**src/rtl/rx_iq_fifo_ctrl.sv**
```systemverilog
// rx_iq_fifo_ctrl: sequencing controller for the rx I/Q FIFO path.
// On start the FIFO is flushed, then prefilled to a mid-band level before
// reads are enabled, so the downstream read pacer starts in its nominal band.
// While streaming, overflow (write into a full FIFO) and starvation (a long
// run of empty cycles) are detected, counted and recovered from automatically.
//
// Ports:
//   clk, rstn    clock, synchronous active-low reset
//   start        single-cycle request to begin streaming
//   stop         single-cycle request to halt streaming (highest priority)
//   clear_cnt    synchronous clear of both event counters
//   data_count   FIFO occupancy
//   full, empty  FIFO flags
//   wren_in      gated FIFO write strobe as seen at the FIFO
//   fifo_in_en   write gate (FILL, RUN)
//   fifo_out_en  read gate (RUN)
//   fifo_flush   FIFO reset, active-high (FLUSH)
//   state        0 IDLE, 1 FLUSH, 2 FILL, 3 RUN
//   running      high in RUN only
//   ovf_cnt      saturating overflow event count
//   starve_cnt   saturating starvation event count
module rx_iq_fifo_ctrl #(
    parameter int unsigned COUNT_W       = 6,
    parameter int unsigned PREFILL       = 16,
    parameter int unsigned FLUSH_CYCLES  = 4,
    parameter int unsigned STARVE_CYCLES = 64,
    parameter int unsigned CNT_W         = 16
) (
    input  logic               clk,
    input  logic               rstn,
    input  logic               start,
    input  logic               stop,
    input  logic               clear_cnt,
    input  logic [COUNT_W-1:0] data_count,
    input  logic               full,
    input  logic               empty,
    input  logic               wren_in,
    output logic               fifo_in_en,
    output logic               fifo_out_en,
    output logic               fifo_flush,
    output logic [1:0]         state,
    output logic               running,
    output logic [CNT_W-1:0]   ovf_cnt,
    output logic [CNT_W-1:0]   starve_cnt
);

    localparam int unsigned FLUSH_W = 4;
    localparam int unsigned EMPTY_W = 8;

    localparam logic [FLUSH_W-1:0] FLUSH_LAST  = FLUSH_W'(FLUSH_CYCLES - 1);
    localparam logic [EMPTY_W-1:0] STARVE_LAST = EMPTY_W'(STARVE_CYCLES - 1);
    localparam logic [COUNT_W-1:0] PREFILL_LVL = COUNT_W'(PREFILL);
    localparam logic [CNT_W-1:0]   CNT_MAX     = '1;

    typedef enum logic [1:0] {
        ST_IDLE  = 2'd0,
        ST_FLUSH = 2'd1,
        ST_FILL  = 2'd2,
        ST_RUN   = 2'd3
    } state_t;

    state_t             st_q;
    state_t             st_nxt;
    logic [FLUSH_W-1:0] flush_q;
    logic [FLUSH_W-1:0] flush_nxt;
    logic [EMPTY_W-1:0] empty_q;
    logic [EMPTY_W-1:0] empty_nxt;
    logic               overflow;
    logic               ovf_evt;
    logic               starve_evt;

    // Saturating event counter step; a clear always wins over an increment.
    function automatic logic [CNT_W-1:0] cnt_step(input logic [CNT_W-1:0] cur,
                                                  input logic             inc,
                                                  input logic             clr);
        logic [CNT_W-1:0] res;
        res = cur;
        if (clr) begin
            res = '0;
        end else if (inc && (cur != CNT_MAX)) begin
            res = cur + CNT_W'(1);
        end
        return res;
    endfunction

    // A write into a full FIFO only matters while the write gate is open.
    // If full and empty are both set (illegal), overflow still wins.
    assign overflow = wren_in & full & ((st_q == ST_FILL) | (st_q == ST_RUN));

    // Next-state and sequencing-counter logic.
    always_comb begin
        st_nxt     = st_q;
        flush_nxt  = flush_q;
        empty_nxt  = empty_q;
        ovf_evt    = 1'b0;
        starve_evt = 1'b0;

        if (stop) begin
            st_nxt = ST_IDLE;
        end else if (overflow) begin
            ovf_evt   = 1'b1;
            st_nxt    = ST_FLUSH;
            flush_nxt = '0;
        end else begin
            case (st_q)
                ST_IDLE: begin
                    if (start) begin
                        st_nxt    = ST_FLUSH;
                        flush_nxt = '0;
                    end
                end
                ST_FLUSH: begin
                    // flush_q counts 0..FLUSH_CYCLES-1, one FLUSH cycle each
                    if (flush_q == FLUSH_LAST) begin
                        st_nxt = ST_FILL;
                    end else begin
                        flush_nxt = flush_q + FLUSH_W'(1);
                    end
                end
                ST_FILL: begin
                    if (data_count >= PREFILL_LVL) begin
                        st_nxt    = ST_RUN;
                        empty_nxt = '0;
                    end
                end
                ST_RUN: begin
                    if (empty) begin
                        // empty_q holds the number of prior consecutive empty cycles
                        if (empty_q == STARVE_LAST) begin
                            starve_evt = 1'b1;
                            st_nxt     = ST_FILL;
                            empty_nxt  = '0;
                        end else begin
                            empty_nxt = empty_q + EMPTY_W'(1);
                        end
                    end else begin
                        empty_nxt = '0;
                    end
                end
                default: begin
                    st_nxt = ST_IDLE;
                end
            endcase
        end
    end

    // State, counters and Moore outputs registered together so that the
    // outputs always change on the same edge as the state.
    always_ff @(posedge clk) begin
        if (!rstn) begin
            st_q        <= ST_IDLE;
            flush_q     <= '0;
            empty_q     <= '0;
            ovf_cnt     <= '0;
            starve_cnt  <= '0;
            fifo_in_en  <= 1'b0;
            fifo_out_en <= 1'b0;
            fifo_flush  <= 1'b0;
            running     <= 1'b0;
        end else begin
            st_q        <= st_nxt;
            flush_q     <= flush_nxt;
            empty_q     <= empty_nxt;
            ovf_cnt     <= cnt_step(ovf_cnt, ovf_evt, clear_cnt);
            starve_cnt  <= cnt_step(starve_cnt, starve_evt, clear_cnt);
            fifo_in_en  <= (st_nxt == ST_FILL) || (st_nxt == ST_RUN);
            fifo_out_en <= (st_nxt == ST_RUN);
            fifo_flush  <= (st_nxt == ST_FLUSH);
            running     <= (st_nxt == ST_RUN);
        end
    end

    assign state = 2'(st_q);

endmodule

```
**config.mk**
```make
export PLATFORM = sky130hd
export DESIGN_NAME = rx_iq_fifo_ctrl
export DESIGN_NICKNAME = d
export VERILOG_FILES = /design/src/rtl/rx_iq_fifo_ctrl.sv
export SDC_FILE = /design/constraint.sdc
export NUM_CORES = 1
export LEC_CHECK = 0
export CORE_MARGIN = 2
export CORE_UTILIZATION = 45
export DETAILED_ROUTE_END_ITERATION = 7
export GPL_TIMING_DRIVEN = 0
export HOLD_SLACK_MARGIN = 0.02
export MAX_ROUTING_LAYER = met4
export PLACE_DENSITY = 0.72
export SLEW_MARGIN = 5
export SYNTH_ARGS = -nofsm -noshare
export SYNTH_HDL_FRONTEND = slang
export SYNTH_SLANG_ARGS = --single-unit
```
**constraint.sdc**
```tcl
create_clock -name clk -period 2.24 [get_ports clk]
set_input_delay 0.672 -clock clk [delete_from_list [all_inputs] [get_ports clk]]
set_output_delay 0.672 -clock clk [all_outputs]
set_load 0.01 [all_outputs]
```
* Yosys cells after proc, flatten, opt, wreduce, memory -nomap -nowiden *
Cells that the tools add are included.

word-level totals
  register bits = 49
  output and inout bits = 38
  bits of input ports = 14

operators by class
  add/sub/neg operators = 4
  bitwise gates (word level) = 6
  multiplexer cells = 23
  reductions and logical operators = 9
  $lt $le $gt $ge = 1
  equality and inequality tests = 13

operator list
  operator                                                            number
  adder 16 x 1 -> 16 bit (second input constant)                      2
  != test 16 bit (second input constant)                              2
  2-to-1 mux 8 bit                                                    3
  one-hot mux 8 bit (2 select lines)                                  1
  2-to-1 mux 2 bit                                                    7
  2-to-1 mux 4 bit                                                    3
  adder 8 x 1 -> 8 bit (second input constant)                        1
  == test 2 bit (second input constant)                               4
  == test 8 x 6 -> 1 bit (second input constant)                      1
  one-hot mux 2 bit (4 select lines)                                  1
  one-hot mux 4 bit (2 select lines)                                  1
  AND reduction 4 bit                                                 2
  2-to-1 mux 1 bit                                                    7
  greater-or-equal comparator 6 x 5 -> 1 bit (second input constant)  1
  != test 3 bit (second input constant)                               2
  adder 4 x 1 -> 4 bit (second input constant)                        1
  == test 2 x 1 -> 1 bit (second input constant)                      2
  == test 4 x 2 -> 1 bit (second input constant)                      1
  NOT 1 bit                                                           3
  nonzero test 3 bit                                                  1
  AND 1 bit                                                           2
  logical AND 1 bit                                                   2
  zero test 2 bit                                                     1
  != test 2 x 1 -> 1 bit (second input constant)                      1
  other kinds (4)                                                     4

* Depth between registers and ports, before layout *
  depth after elaboration = 8
  mapped depth = 7
  mapped depth without buffers = 6

* Least setup slack after synthesis *
No wires, ideal clock.

  path type = input port to flip-flop
  start = in stop
  end = reg starve_cnt[13]
  data arrival time = 1,878 ps
  path slack = 291 ps
  cell stages on the path = 6
  setup time = 71 ps
  buffers on the path = 1
  path through = and2b_1 -> and4_1 -> buf_4 -> o211ai_4 -> or4b_1 -> a21oi_1

between the ends
  longest elaborated chain between the ends = 2

ends and longest elaborated chain
  element               RTL line  text
  from (decl)           32        input logic stop,
  2-to-1 mux 1 bit      98        if (stop) begin
  logical AND 1 bit     80        end else if (inc && (cur != CNT_MAX)) begin
  to (signal assigned)  165       starve_cnt <= cnt_step(starve_cnt, starve_evt, clear_cnt);
  to (decl)             44        output logic [CNT_W-1:0] starve_cnt

Every way passes these cells.
A chain may end at the register's enable or synchronous reset.

* Worst setup path after layout *
  start = in full
  end = reg starve_cnt[13]

between the ends
  longest elaborated chain between the ends = 5

ends and longest elaborated chain
  element                 RTL line  text
  from (decl)             35        input logic full,
  AND 1 bit (2 in a row)  88        assign overflow = wren_in & full & ((st_q == ST_FILL) | (st_q == ST_RUN));
  2-to-1 mux 1 bit        100       end else if (overflow) begin
  2-to-1 mux 1 bit        98
  logical AND 1 bit       80

Every way passes these cells.

==> results.py <==
metrics = {
    "worst_hold_path": {
        "hold_path_class": "reg -> reg",
    },
    "yosys": {
        "syn_nets": 298,
        "synth.distinct_cells": 58,
        "synth_top_family_by_area": "simple AND/OR/NAND/NOR gates",
        "ys_async_sr_fraction_pct": 0,
        "yosysSeqAreaShare_pct": 39.8,
        "netlist_instances": 280,
        "synth-adder-area-share_pct": 2.03,
        "yosysTopAreaCellShare_pct": 39.8,
        "yosys-mux-area-fraction_pct": 1.63,
        "synth_compound_area_share_pct": 15.2,
        "synth_xor_area_share_pct": 6.40,
        "synth_area_leader_cell": "dfxtp_1",
        "synth-edff-count": 0,
        "yosys.area_share.simple_pct": 31.0,
        "netlist_area_um2": 2460,
        "synth_commonest_cells": "dfxtp_1, nor2_1, a21oi_1, nand2_1, nand3_1",
        "yosys.cell_count.top_type": "dfxtp_1",
        "yosys-top-cells-area": "dfxtp_1, nor2_1, xor2_1, a21oi_1, nand3_1",
        "ys_warn_count": 0,
        "avgSynthCellArea_um2": 8.79,
        "ys.flop_type": "dfxtp_1",
        "ys_seq_elements": 49,
    },
    "timing": {
        "finalSetupTns_ps": 0,
        "fin_worst_skew_ps": 4.93,
        "worst_pin_slew_ps": 572,
        "max_freq_mhz": 470,
        "slew_violations": 0,
        "period_share_pct": 94.9,
        "fin_crit_ps": 2130,
        "rsz0062_at_grt": "true",
        "setup_viol": 0,
        "hold_violations": 0,
        "relSlewSlack_pct": 61.9,
    },
    "placement": {
        "gp_congestion": 0.845,
        "port_buffers": 47,
        "postPlaceCellArea_um2": 3020,
        "dp.final_hpwl_um": 3760,
        "place_inst": 397,
    },
    "detailed_routing": {
        "wl_um": 5120,
        "drt_iter0_drc": 84,
        "ant_nets": 0,
        "via_per_inst": 5.37,
        "drcViolationCount": 0,
        "routedWlPerCell_um": 12.6,
        "drtPass1Iterations": 4,
        "dr_total_vias": 2182,
    },
    "global_routing": {
        "grt_pass1_vias": 1921,
        "antenna_found_initial": 0,
        "grt_first_pass_wirelength_um": 8640,
        "grt_max_degree": 15,
        "grt_util_all_layers_pct": 18.1,
        "overflow": 0,
    },
    "floorplan": {
        "dieHeight_um": 78.0,
        "core_um2": 5200,
        "initial_core_util_pct": 47.3,
        "die_w_um": 78.0,
        "rows": 26,
        "die_area_um2": 6080,
        "io_pins": 52,
    },
    "layout": {
        "diodes": 0,
        "fin_area_um2": 3150,
        "drive_gt1_share_pct": 7.74,
        "stdcell_count": 406,
        "nets": 353,
        "area.growth.synth_to_final_pct": 27.9,
    },
    "critical_path": {
        "crit_arrival_ps": 2360,
        "critPathMaxStageDelay_ps": 510,
        "endpoint_kind": "flop",
        "start_kind": "input port",
        "required_ps": 2480,
        "path_cells": "clkdlybuf4s50_1 > nand2_2 > and4_1 > buf_4 > o211ai_4 > or4b_1 > a21oi_2",
        "worstSetupPathType": "in -> reg",
        "cpMaxStageDelayCell": "or4b_1",
        "cp_max_fo": 8,
    },
    "clock_network": {
        "cts_buffer_depth": 2,
        "cts_buffers": 5,
        "insertion_delay_ps": 300,
        "root_buffer": "clkbuf_8",
        "clk_pin_slew_ps": 90,
        "hold_buffers": 0,
        "cts_sinks": 49,
        "cts.htree.levels": 2,
        "cts_tree": "yes",
    },
    "power": {
        "p_per_area_nw_per_um2": 505,
        "max-vdd-ir-drop_uv": 362,
        "p_leak_nw": 1.06,
    },
    "job": {
        "drv_cap": 0,
    },
    "run_status": {
        "outcome": "finished, final reports clean",
    },
}
[timing repair]
action                     CTS  global route
resized for setup            1             2
buffers inserted             0             1
setup endpoints to repair    5             5
[state kept, by name, summed over array words and instances, names as in the netlist]
name and flops:
running 1, fifo_in_en 1, starve_cnt 16, empty_q 8, ovf_cnt 16, fifo_flush 1, state 2, flush_q 4
[cell usage in the layout, fill, tap and decap left out, drive strengths merged, types with 3 or more instances in the layout]
master,instances
inv,8
mux2i,4
or3,11
xor2,12
a21oi,17
nand3,17
nand2,17
nor2,28
or4,3
o21ai,15
o211ai,3
buf,5
nor2b,5
and4,4
clkbuf,12
and2,7
dfxtp,49
xnor2,6
ha,4
nor3,8
o2111ai,3
and3,12
clkdlybuf4s50,46
nand4,10
[routing by layer]
| metal | share of wire, % | track usage (%) | wire length, µm | vias up |
|---|---|---|---|---|
| met2 | 47 | 28.8 | 2400 | 39 |
| met4 | 1.6 | 6.84 | 80 | 0 |
| li1 | - | - | - | 1132 |
| met3 | 3.8 | 3.60 | 192 | 8 |
| met5 | 0 | - | 0 | - |
| met1 | 48 | 22.7 | 2450 | 1003 |
[kinds of logic after synthesis]
family | Yosys count
xor gates and xnor gates | 18
adders and majority gates | 4
and+or+nand+nor | 134
buffers and inverters | 18
AOI/OAI and AO/OA | 53
DFF | 49
muxes | 4
[report_power, final]
group,switching [mW],internal [mW]
Combinational,0.0307,0.0263
Clock,0.293,0.364
Sequential,0.00274,0.873
Total,0.326,1.26
[final timing paths]
| check | startpoint | to | slack (ps) | cells past startpoint |
|---|---|---|---|---|
| max | full | starve_cnt[13]$_SDFFE_PP0P_ | 110 | 7 |
| min reg2reg | flush_q[1]$_SDFFE_PN0P_ | flush_q[1]$_SDFFE_PN0P_ | 490 | 2 |
| max reg2reg | ovf_cnt[1]$_SDFFE_PP0P_ | ovf_cnt[3]$_SDFFE_PP0P_ | 250 | 7 |
| min | flush_q[1]$_SDFFE_PN0P_ | flush_q[1]$_SDFFE_PN0P_ | 490 | 2 |
[through the flow]
| step | total power [mW] | worst slack (ps) | hold slack [ps] | utilization, % |
|---|---|---|---|---|
| 3_5_place_dp | 0.953 | -408 | 478 | 58.0 |
| 2_1_floorplan | 0.920 | 291 | 452 | - |
| 6_report | 1.59 | 114 | 491 | 60.5 |
| 3_3_place_gp | 0.953 | -366 | 475 | 58.0 |
| 5_1_grt | 1.64 | 1.55 | 528 | 60.5 |
| 4_1_cts | 1.61 | 92.9 | 491 | 60.2 |
[critical path, delay by kind of cell]
family	cells	cell delay [ps]
buf+inv	2	600
simple gates	3	810
compound gates	2	280
[area by class of cell]
cell class	instances	area [µm²]
clock inverters	1	30.0
plain buffers	10	65.1
well taps	70	87.6
repair buffers	48	477
fillers	508	2060
clock buffers	7	86.3
inverters	8	30.0
multi-input cells	213	1390
flip-flops and latches	49	981
Power figures use the tool's default switching activity.
